===== src/rtl/simon_pkg.sv =====
// Shared Simon32/64 definitions: word width, round count, z0 sequence,
// the round function f and the key-schedule word generator.
package simon_pkg;

  localparam int W      = 16;
  localparam int ROUNDS = 32;

  // z0 sequence; bit j of the sequence is the j-th character from the left.
  localparam logic [61:0] Z0 =
    62'b11111010001001010110000111001101111101000100101011000011100110;

  function automatic logic z0_bit(input logic [5:0] j);
    logic [5:0] idx;
    idx = 6'd61 - j;
    return Z0[idx];
  endfunction

  // f(v) = (v<<<1 & v<<<8) ^ (v<<<2); shared with the encrypt round.
  function automatic logic [W-1:0] f(input logic [W-1:0] v);
    return ({v[14:0], v[15]} & {v[7:0], v[15:8]}) ^ {v[13:0], v[15:14]};
  endfunction

  // k[i] from k[i-1], k[i-3], k[i-4] for a 4-word master key; j = i-4.
  function automatic logic [W-1:0] key_word(input logic [W-1:0] km1,
                                             input logic [W-1:0] km3,
                                             input logic [W-1:0] km4,
                                             input logic [5:0]   j);
    logic [W-1:0] t;
    t = {km1[2:0], km1[15:3]} ^ km3;
    return ~km4 ^ t ^ {t[0], t[15:1]} ^ {15'd0, z0_bit(j)} ^ 16'h0003;
  endfunction

endpackage


===== src/rtl/simon_dec_round.sv =====
// One combinational Simon32 decryption round: (x,y) -> (y, x ^ f(y) ^ k).
module simon_dec_round (
  input  logic [15:0] x,
  input  logic [15:0] y,
  input  logic [15:0] k,
  output logic [15:0] x_n,
  output logic [15:0] y_n
);
  import simon_pkg::*;

  assign x_n = y;
  assign y_n = x ^ f(y) ^ k;

endmodule


===== src/rtl/simon_dec.sv =====
// Iterative Simon32/64 decryptor: expands the key schedule into a 32-word
// store (skippable when the stored schedule is reused), then runs one
// round per clock with round keys k31 down to k0.
module simon_dec #(
  parameter int ROUNDS    = 32,
  parameter int KEY_WORDS = 4
) (
  input  logic        clk,
  input  logic        rstn,
  input  logic [63:0] key,
  input  logic        key_new,
  input  logic [31:0] cipher_text,
  input  logic        in_valid,
  output logic        in_ready,
  output logic [31:0] plain_text,
  output logic        out_valid,
  input  logic        out_ready
);
  import simon_pkg::*;

  localparam logic [1:0] S_IDLE   = 2'd0;
  localparam logic [1:0] S_EXPAND = 2'd1;
  localparam logic [1:0] S_ROUND  = 2'd2;
  localparam logic [1:0] S_DONE   = 2'd3;

  localparam logic [4:0] LAST = 5'(ROUNDS - 1);

  logic [1:0]  state_q, state_d;
  logic [4:0]  cnt_q, cnt_d;
  logic [4:0]  rnd_q, rnd_d;
  logic [15:0] x_q, x_d, y_q, y_d;
  logic [31:0] pt_q, pt_d;
  logic        ov_q, ov_d;
  logic        key_ok_q, key_ok_d;

  // Round-key store; intentionally not reset (key_ok guards its contents).
  logic [15:0] ks_q [0:ROUNDS-1];
  logic        ld_key, exp_we;
  logic [4:0]  exp_j;
  logic [15:0] exp_k;
  logic [15:0] rx, ry;

  assign exp_j = cnt_q - 5'd4;
  assign exp_k = key_word(ks_q[cnt_q - 5'd1], ks_q[cnt_q - 5'd3],
                          ks_q[cnt_q - 5'd4], {1'b0, exp_j});

  simon_dec_round u_round (
    .x   (x_q),
    .y   (y_q),
    .k   (ks_q[rnd_q]),
    .x_n (rx),
    .y_n (ry)
  );

  assign in_ready   = (state_q == S_IDLE);
  assign plain_text = pt_q;
  assign out_valid  = ov_q;

  // Next-state / datapath control for the IDLE-EXPAND-ROUND-DONE sequence.
  always_comb begin
    state_d  = state_q;
    cnt_d    = cnt_q;
    rnd_d    = rnd_q;
    x_d      = x_q;
    y_d      = y_q;
    pt_d     = pt_q;
    ov_d     = ov_q;
    key_ok_d = key_ok_q;
    ld_key   = 1'b0;
    exp_we   = 1'b0;
    case (state_q)
      S_IDLE: begin
        if (in_valid) begin
          x_d      = cipher_text[31:16];
          y_d      = cipher_text[15:0];
          key_ok_d = 1'b1;
          if (key_new || !key_ok_q) begin
            // Master key words are loaded only when a fresh expansion runs,
            // so a reuse request keeps the previous schedule intact.
            ld_key  = 1'b1;
            cnt_d   = 5'(KEY_WORDS);
            state_d = S_EXPAND;
          end else begin
            rnd_d   = LAST;
            state_d = S_ROUND;
          end
        end
      end
      S_EXPAND: begin
        exp_we = 1'b1;
        if (cnt_q == LAST) begin
          rnd_d   = LAST;
          state_d = S_ROUND;
        end else begin
          cnt_d = cnt_q + 5'd1;
        end
      end
      S_ROUND: begin
        x_d = rx;
        y_d = ry;
        if (rnd_q == 5'd0) begin
          pt_d    = {rx, ry};
          ov_d    = 1'b1;
          state_d = S_DONE;
        end else begin
          rnd_d = rnd_q - 5'd1;
        end
      end
      default: begin
        if (out_ready) begin
          ov_d    = 1'b0;
          state_d = S_IDLE;
        end
      end
    endcase
  end

  // Control and data registers with asynchronous active-low reset.
  always_ff @(posedge clk or negedge rstn) begin
    if (!rstn) begin
      state_q  <= S_IDLE;
      cnt_q    <= 5'd0;
      rnd_q    <= 5'd0;
      x_q      <= 16'd0;
      y_q      <= 16'd0;
      pt_q     <= 32'd0;
      ov_q     <= 1'b0;
      key_ok_q <= 1'b0;
    end else begin
      state_q  <= state_d;
      cnt_q    <= cnt_d;
      rnd_q    <= rnd_d;
      x_q      <= x_d;
      y_q      <= y_d;
      pt_q     <= pt_d;
      ov_q     <= ov_d;
      key_ok_q <= key_ok_d;
    end
  end

  // Round-key store writes: master key on acceptance, one word per EXPAND.
  always_ff @(posedge clk) begin
    if (ld_key) begin
      ks_q[0] <= key[15:0];
      ks_q[1] <= key[31:16];
      ks_q[2] <= key[47:32];
      ks_q[3] <= key[63:48];
    end else if (exp_we) begin
      ks_q[cnt_q] <= exp_k;
    end
  end

endmodule


===== config.mk =====
export PLATFORM = sky130hd
export DESIGN_NAME = simon_dec
export DESIGN_NICKNAME = d
export VERILOG_FILES = /design/src/rtl/simon_pkg.sv /design/src/rtl/simon_dec_round.sv /design/src/rtl/simon_dec.sv
export SDC_FILE = /design/constraint.sdc
export NUM_CORES = 1
export LEC_CHECK = 0
export CORE_UTILIZATION = 45
export DETAILED_ROUTE_END_ITERATION = 8
export PLACE_DENSITY = 0.67
export SLEW_MARGIN = 0
export SYNTH_ARGS = -nofsm -noshare
export SYNTH_HDL_FRONTEND = slang
export SYNTH_SLANG_ARGS = --single-unit

===== constraint.sdc =====
create_clock -name clk -period 9.3 [get_ports clk]
set_input_delay 0.93 -clock clk [delete_from_list [all_inputs] [get_ports clk]]
set_output_delay 0.93 -clock clk [all_outputs]
set_load 0.01 [all_outputs]

==> Word-level counts from Yosys, hierarchy flattened <==
Memories as Yosys holds them, arrays and structs flattened.
Index checks and enable logic that the tools add are counted.
{ "totals": {"rom_bits": 64, "elab_cells": 91, "ramBits": 512, "in_bits": 101, "regBits": 78, "output_inout_bits": 34, "mem_count": 2} }
{ "op_classes": {"add_sub_neg": 6, "n_lt_le_gt_ge": 1, "bitwise_logic": 11, "eq_ne": 10, "reduce_logical": 18, "n_mux": 35} }
{ "mem_list": {"columns": ["memory", "depth", "width", "rd", "rd_ports_with_merged_regs", "wr", "line_no", "text"], "rows": [
  ["ks_q", 32, 16, 4, 0, 4, "simon_dec.sv:37", "logic [15:0] ks_q [0:ROUNDS-1];"],
  ["(name not given)", 64, 1, 1, 0, 0, "simon_pkg.sv:15", "return Z0[idx];"]
]} }
{ "ops": {"columns": ["operator", "n"], "rows": [
  ["16-bit bitwise XOR", 6],
  ["16-bit one-hot mux with 2 select lines", 2],
  ["16-bit 2-to-1 mux", 3],
  ["5-bit 2-to-1 mux", 8],
  ["16-bit bitwise AND", 1],
  ["16-bit NOT", 1],
  ["16-bit OR reduction", 1],
  ["16-bit by 1-bit bitwise XOR with 16-bit output", 1],
  ["5-bit one-hot mux with 3 select lines", 1],
  ["1-bit 2-to-1 mux", 13],
  ["2-bit != test, second input constant", 6],
  ["2-bit 2-to-1 mux", 5],
  ["5-bit one-hot mux with 2 select lines", 1],
  ["5-bit by 1-bit subtractor with 5-bit output, second input constant", 2],
  ["4-bit AND reduction", 2],
  ["6-bit by 7-bit < comparator with 1-bit output, second input constant", 1],
  ["2-bit one-hot mux with 3 select lines", 1],
  ["2-bit AND reduction", 3],
  ["2-bit nonzero test", 3],
  ["6-bit by 5-bit subtractor with 6-bit output, first input constant", 1],
  ["5-bit by 1-bit adder with 5-bit output, second input constant", 1],
  ["5-bit equality test, second input constant", 1],
  ["5-bit zero test", 1],
  ["5-bit AND reduction", 1],
  ["15 further kinds", 15]
]} }

==> Depth between registers and ports, before layout <==
Gate-level depths: netlist of the first run.
{ "logic_depth": {"ltp_word": 9, "ltp_mapped": 18} }

==> Cells and area by module <==
Synthesis of the first run repeated with hierarchy kept, for this count alone.
{ "unflattened": {"hier_cells": 2445, "area_unflattened_um2": 37364.6} }
{ "modules_own_cells": {"columns": ["mod", "n_inst", "cells_each", "seq_area_each_um2", "area_each_um2"], "rows": [
  ["simon_dec", 1, 2381, 17326.6, 36683.9],
  ["simon_dec_round", 1, 64, 0.0, 680.7]
]} }

==> Worst setup path after synthesis of the first run <==
OpenSTA, ideal clock, no wires.
{ "synth_timing": {"path_type": "reg2reg", "start": "register cnt_q[1]", "end": "memory ks_q[0][14], data pin", "path_slack_ns": 4.164, "setup_ns": 0.138, "arrival_time_ns": 4.998, "stages_incl_launch_ff": 15, "path_cell_list": "dfrtp_1 -> buf_2 -> buf_2 -> buf_2 -> inv_1 -> ha_1 -> buf_2 -> clkbuf_1 -> mux4_2 -> mux4_2 -> mux2i_1 -> xor2_1 -> xnor2_1 -> xnor2_1 -> mux2_2"} }
{ "synth_lines": {"columns": ["item", "line_no", "text"], "rows": [
  ["from (decl)", "simon_dec.sv:29", "logic [4:0] cnt_q, cnt_d;"],
  ["from (signal assigned)", "simon_dec.sv:131", "cnt_q <= cnt_d;"],
  ["to (decl)", "simon_dec.sv:37", null]
]} }

==> key figures, run 1 <==
Run status
  – Status: finished with violations
  – Failing checks: capacitance limit, slew limit

Synth
  – Register bit total from synthesis: a little under 600
  – Avg Inst Size Synth: 14.2 um2
  – Share of the synthesized area in the top cell type: 40.6%
  – Area contributors post-synth: edfxtp_1 41%, mux4_2 25%, mux2i_1 5.3%
  – Seq/Total Area, Yosys: 45.7%
  – Mapped cell area: 0.0379 mm2
  – Post-Synthesis Net Count: about 2800
  – Yosys cell types: 78
  – Synth area leader: edfxtp_1
  – Synthesis Warnings: 0
  – EDFF count, synth: approximately 500
  – Most used DFF post-synth: edfxtp_1
  – Post-synth ARST share: about an eighth
  – Gate Count Post-Synth: 2663

Detailed routing
  – Pre-Repair DR Iteration Count: 6
  – Final WL: 143000 um
  – Vias/cell: 7.32
  – DRT iter0 DRCs: 4544
  – Drt wl/cell: 37.1 um
  – DRC viols: 0
  – Antenna-violating nets left: 0
  – Vias post-DR: 28214

STA
  – Clock skew: 0.0314 ns
  – Tcrit/Tclk final: between 70% and 80%
  – Number of max-slew violations in the final report: 9
  – Setup violators final: 0
  – Fin crit period: 6.52 ns
  – RSZ-0062 raised after global routing: no
  – Setup TNS: 0 ns
  – Slew @ Worst Pin: approximately 1.6 ns
  – Fmax: ~0.15 GHz
  – Max-slew headroom: -8.26%
  – Fin. Hold Viols: 0

GRT
  – Initial antenna violation count: 3
  – Pin count of the biggest net entering global routing: 129
  – Vias in the first global route: 27461
  – Total GRT Usage: 33.7%
  – Grt total ovfl: 0
  – First-pass GRT wire length: slightly above 200000 um

Clock network
  – CTS tree: done
  – H-tree levels: 3
  – Clock Tree Buf Depth: 3
  – CTS Hold Buffers Added: 0
  – Clk Latency, worst-skew pair: 0.63 ns
  – Num CTS Buffers: 67
  – CTS clk-pin slew, worst paths: 0.06 ns
  – Clock root cell: clkbuf_16
  – TritonCTS Sinks: between 500 and 600
  – Post_cts resized: 0
  – Post-CTS setup repair buffer count: 0

Critical path
  – Worst-path fanout max: 93
  – Worst setup endpoint: ks_q[2][4]$_DFFE_PP_
  – Startpoint Class: register
  – Reg-to-reg slack, setup: 2.78 ns
  – Worst Path Required: between 9 and 10 ns
  – Largest delay contributor family on the critical path: XOR/XNOR gates
  – Worst Path Buf+Inv: 1
  – Max incr delay on CP: roughly 0.95 ns
  – Crit path kind: register to register
  – Critical R2R Launch: cnt_q[1]$_DFFE_PN0P_
  – Stages on the worst setup path: 9
  – Worst Setup End Kind: register
  – Sequence of cells on the critical path: ha_1, xor2_4, buf_12, mux4_1, mux4_2, a221oi_1, xor2_1, xor3_1, mux2_2
  – Critical Path AT: 6.89 ns
  – Worst r2r path cells: 9
  – Slowest cell on crit path: dfrtp_4
  – CP Launch Point: cnt_q[1]$_DFFE_PN0P_
  – Critical R2R Capture: ks_q[2][4]$_DFFE_PP_

Cells and area
  – Synthesis-to-layout area growth: 12.0%
  – Commonest cells after routing, fill and taps aside: 512 x edfxtp_1, 445 x nand2_1, 422 x mux4_2, 198 x mux2i_1, 133 x clkdlybuf4s50_1
  – Non-Filler Instances: 3855
  – Final instance area: between 0.04 and 0.05 mm2
  – Most common library cell in the layout ignoring fill and taps: edfxtp_1
  – Utilization after layout: between 50 and 60%
  – Final nets: 2846
  – Share of layout cells above drive strength 1: 27.7%

Die
  – Core Rows: 106
  – Core area: 0.0834 mm2
  – Die area: 0.0853 mm2
  – Die width: 292 um
  – Boundary Pins: approximately 140
  – Die Ht: around 290 um
  – Starting Density: 45.4%

Min path
  – Worst Hold Launch: key_ok_q$_DFFE_PN0P_
  – Hold depth: 1
  – HP Class: register to register

Placed design
  – PortBufs: 134
  – Placed Area: 0.0402 mm2
  – DP HPWL: 90700 um
  – Gpl congestion: between 1 and 1.5
  – DP Cell Count: 3733

Flow run
  – Max cap viols: 1
==> final cells by class <==
class	instances	area, um2
Clock buffer	77	1760
Antenna cell	1	2.50
Multi-Input combinational cell	1833	19500
Clock inverter	44	428
Timing Repair Buffer	210	1970
Fill cell	6816	41000
Sequential cell	590	17300
Inverter	20	78.8
Tap cell	1080	1350
==> Yosys cell counts (all sizes together), types with 10 or more instances <==
| master | n |
|---|---|
| a21oi | 45 |
| a32oi | 51 |
| ha | 23 |
| a311oi | 10 |
| a31oi | 24 |
| edfxtp | 512 |
| buf | 121 |
| o21ai | 59 |
| inv | 18 |
| nand4 | 25 |
| mux2 | 89 |
| mux4 | 436 |
| a221oi | 12 |
| a211oi | 12 |
| nand2 | 449 |
| dfrtp | 78 |
| a22oi | 15 |
| clkbuf | 99 |
| nand3 | 111 |
| xnor2 | 55 |
| nor2 | 83 |
| xor2 | 34 |
| mux2i | 199 |
| nor3 | 16 |
==> cells by family after synthesis <==
logic type               Yosys count  synth area share (%)
adder cells (fa/ha/maj)           23                 0.760
buffers and inverters            240                  3.55
flip-flops                       590                  45.7
AO/OA/AOI/OAI                    261                  4.84
multiplexers                     724                  34.0
AND/OR/NAND/NOR                  724                  8.12
XOR/XNOR                         101                  3.00
==> layer usage <==
layer / vias to the layer above / share of wire, % / track usage (%) / wire [um]
met5: - / 0.022 / 0 / 32
met4: 6 / 6.3 / 17.7 / 9050
met3: 563 / 16 / 13.4 / 23500
met2: 2625 / 43 / 49.2 / 61800
met1: 14175 / 34 / 43.2 / 48800
li1: 10845 / - / - / -
==> state kept, by name, summed over array words and instances (netlist names) <==
signal	flops
cnt_q	5
key_ok_q	1
ks_q	512
out_valid	1
plain_text	32
rnd_q	5
state_q	2
x_q	16
y_q	16
==> through the flow <==
step                      hold WS (ns)  setup slack, ns
after floorplan                  0.429             4.16
after detailed placement         0.446             3.01
after global placement           0.439             3.15
after CTS                        0.459             3.00
final                            0.459             2.78
after global routing             0.511             2.69
==> how the worst min path moves through the flow <==
stage,endpoint,slack (ns)
2_1_floorplan,key_ok_q$_DFFE_PN0P_,0.43
3_3_place_gp,key_ok_q$_DFFE_PN0P_,0.44
3_5_place_dp,key_ok_q$_DFFE_PN0P_,0.45
4_1_cts,key_ok_q$_DFFE_PN0P_,0.46
5_1_grt,key_ok_q$_DFFE_PN0P_,0.51
6_report,key_ok_q$_DFFE_PN0P_,0.46
Power of run 1 is left out: the tool's default activity adds up to more than one toggle a clock period on the data nets, which glitch-free logic cannot reach.
==> inputs of run 2 (changes only) <==
- clock period: 9.3 -> 6.37 ns (I/O delays scaled with it)
==> run 2 against run 1 <==
  * The run now ends clean
  * Fmax increased by 11%
  * Wire length increased by 0.23%
  * Hold slack got worse by 0.30 ns
  * Count of clock-buffer cells in the layout decreased by 1
  * Die area unchanged
  * First-iteration DRC count decreased by 8.4%
  * Sequential share of layout area decreased by 0.15 points
  * Sequential cell count unchanged
  * Cell area increased by 0.36%
  * Highest routed layer is now met4
==> key figures, run 2 (synthesized netlist as in run 1, its figures left out) <==
Cells and area
  – Synthesis-to-layout area growth: 12.5%
  – Multi-input gate area: 0.0195 mm2 (+0.18%)
  – Share of layout cells above drive strength 1: 28.4% (+0.64 points)
  – Final nets: 2860 (+0.49%)
  – Final instance area: 0.0426 mm2 (+0.36%)
  – # fillers: 6795 (-0.31%)
  – Commonest cells after routing, fill and taps aside: 512 x edfxtp_1, 448 x nand2_1, 422 x mux4_2, 198 x mux2i_1, 133 x clkdlybuf4s50_1
  – Max FFs per register: 512 (unchanged)
  – Register area: 0.0173 mm2 (unchanged)
  – Most common library cell in the layout ignoring fill and taps: edfxtp_1
  – Largest Register: ks_q

Clock network
  – Post_cts resized: 0 (unchanged)
  – TritonCTS Sinks: 590 (unchanged)
  – Clock root cell: clkbuf_16
  – CTS Hold Buffers Added: 0 (unchanged)
  – Clk Latency, worst-skew pair: 0.67 ns (+0.04 ns)
  – Post-CTS setup repair buffer count: 0 (unchanged)
  – Clock Tree Buf Depth: 3 (unchanged)
  – CTS clk-pin slew, worst paths: 0.07 ns (about the same)
  – H-tree levels: 2 (-1)
  – Num CTS Buffers: 61 (-9.0%)
  – CTS tree: done

Die
  – Boundary Pins: 135 (unchanged)
  – Die Ht: 292 um (unchanged)
  – Starting Density: 45.4% (unchanged)
  – Core area: 0.0834 mm2 (unchanged)
  – Core Rows: 106 (unchanged)
  – Die area: 0.0853 mm2 (unchanged)
  – Die width: 292 um (unchanged)

Critical path
  – Startpoint Class: register
  – Worst-path fanout max: 133 (+43%)
  – Worst r2r path cells: 11 (+2)
  – Worst Setup End Kind: register
  – Worst Path Required: 6.70 ns (-2.97 ns)
  – Reg-to-reg slack, setup: 0.51 ns (-2.28 ns)
  – Crit path kind: register to register
  – Critical Path AT: 6.20 ns (-0.69 ns)

Placed design
  – DP HPWL: 91100 um (+0.49%)
  – PortBufs: 134 (unchanged)
  – Placed Area: 0.0405 mm2 (+0.62%)
  – Gpl congestion: 0.982 (-5.3%)

STA
  – Fmax: 0.171 GHz (+11%)
  – Clock skew: 0.0346 ns (+0.00320 ns)
  – Tcrit/Tclk final: 92.1% (+22 points)
  – Setup TNS: 0 ns (unchanged)
  – Fin. Hold Viols: 0 (unchanged)
  – RSZ-0062 raised after global routing: no
  – Number of max-slew violations in the final report: 0 (-9)
  – Fin crit period: 5.86 ns (-0.655 ns)
  – Setup violators final: 0 (unchanged)
  – Slew @ Worst Pin: 1.34 ns (-0.274 ns)
  – Max-slew headroom: 10.3% (+19 points)
  – Hold WS: 0.157 ns (-0.303 ns)

Min path
  – HP Class: input pin to async pin

Detailed routing
  – Final WL: 144000 um (+0.23%)
  – Vias/cell: 7.22 (-1.3%)
  – DRT iter0 DRCs: 4163 (-8.4%)
  – Antenna-violating nets left: 0 (unchanged)
  – Pre-Repair DR Iteration Count: 6 (unchanged)
  – Vias post-DR: 27944 (-0.96%)
  – Drt wl/cell: 37.1 um (-0.16%)
  – DRC viols: 0 (unchanged)

GRT
  – First-pass GRT wire length: 203000 um (-0.82%)
  – Initial antenna violation count: 0 (-3)
  – Total GRT Usage: 33.5% (-0.23 points)
  – Pin count of the biggest net entering global routing: 134 (+3.9%)
  – Grt total ovfl: 0 (unchanged)
  – Vias in the first global route: 26972 (-1.8%)

Run status
  – Status: complete, no violations

Flow run
  – Max cap viols: 0 (-1)
-- run 2: cell types whose count changed in the layout (fill, tap and decap cells not counted), sizes merged --
cell,previous run,this run
clkbuf,77,76
clkinv,33,22
clkinvlp,3,9
buf,77,97
bufinv,8,5
inv,20,24
-- run 2: area by class of cell --
cell class                 instances  share of cell area (%)
multi-input combinational       1833                    45.9
sequential                       590                    40.7
timing repair buffer             230                    5.16
clock buffer                      76                    3.96
tap                             1080                    3.17
clock inverter                    40                   0.920
inverter                          20                   0.185
antenna                            1                 0.00588
-- run 2: critical path: stages (launching register included) --
cell	delay [ns]
dfrtp_4	0.43
buf_12	0.69
ha_1	0.54
xor2_4	0.64
buf_12	0.38
mux2i_1	0.14
mux4_2	0.47
and3_1	0.21
a311oi_2	0.21
xor2_1	0.49
xor3_4	0.59
inv_1	0.59
-- run 2: worst paths after layout --
kind                                       from                    end
min in group clk           key_ok_q$_DFFE_PN0P_   key_ok_q$_DFFE_PN0P_
min                                        rstn    y_q[14]$_DFFE_PN0P_
max                        cnt_q[1]$_DFFE_PN0P_  ks_q[6][12]$_DFFE_PP_
max reg2reg                cnt_q[1]$_DFFE_PN0P_  ks_q[6][12]$_DFFE_PP_
max in group asynchronous                  rstn   cnt_q[0]$_DFFE_PN0P_
min reg2reg                key_ok_q$_DFFE_PN0P_   key_ok_q$_DFFE_PN0P_
-- run 2: routing by layer --
layer | vias up | global-route usage [%] | part of all wire (%)
li1 | 10856 | - | -
met1 | 14058 | 43.3 | 35
met2 | 2488 | 49.8 | 43
met3 | 542 | 10.9 | 15
met4 | 0 | 18.3 | 6.9
met5 | - | 0 | 0
-- run 2: metrics by stage --
step / setup WS, ns / util [%] / instances
after global placement: 0.762 / 48.5 / 3753
after floorplan: 1.23 / - / 2663
after CTS: 0.612 / 51.0 / 3869
final: 0.506 / 51.1 / 3870
after global routing: 0.372 / 51.0 / 3869
after detailed placement: 0.614 / 48.5 / 3753
Power of run 2 is left out for the same reason.
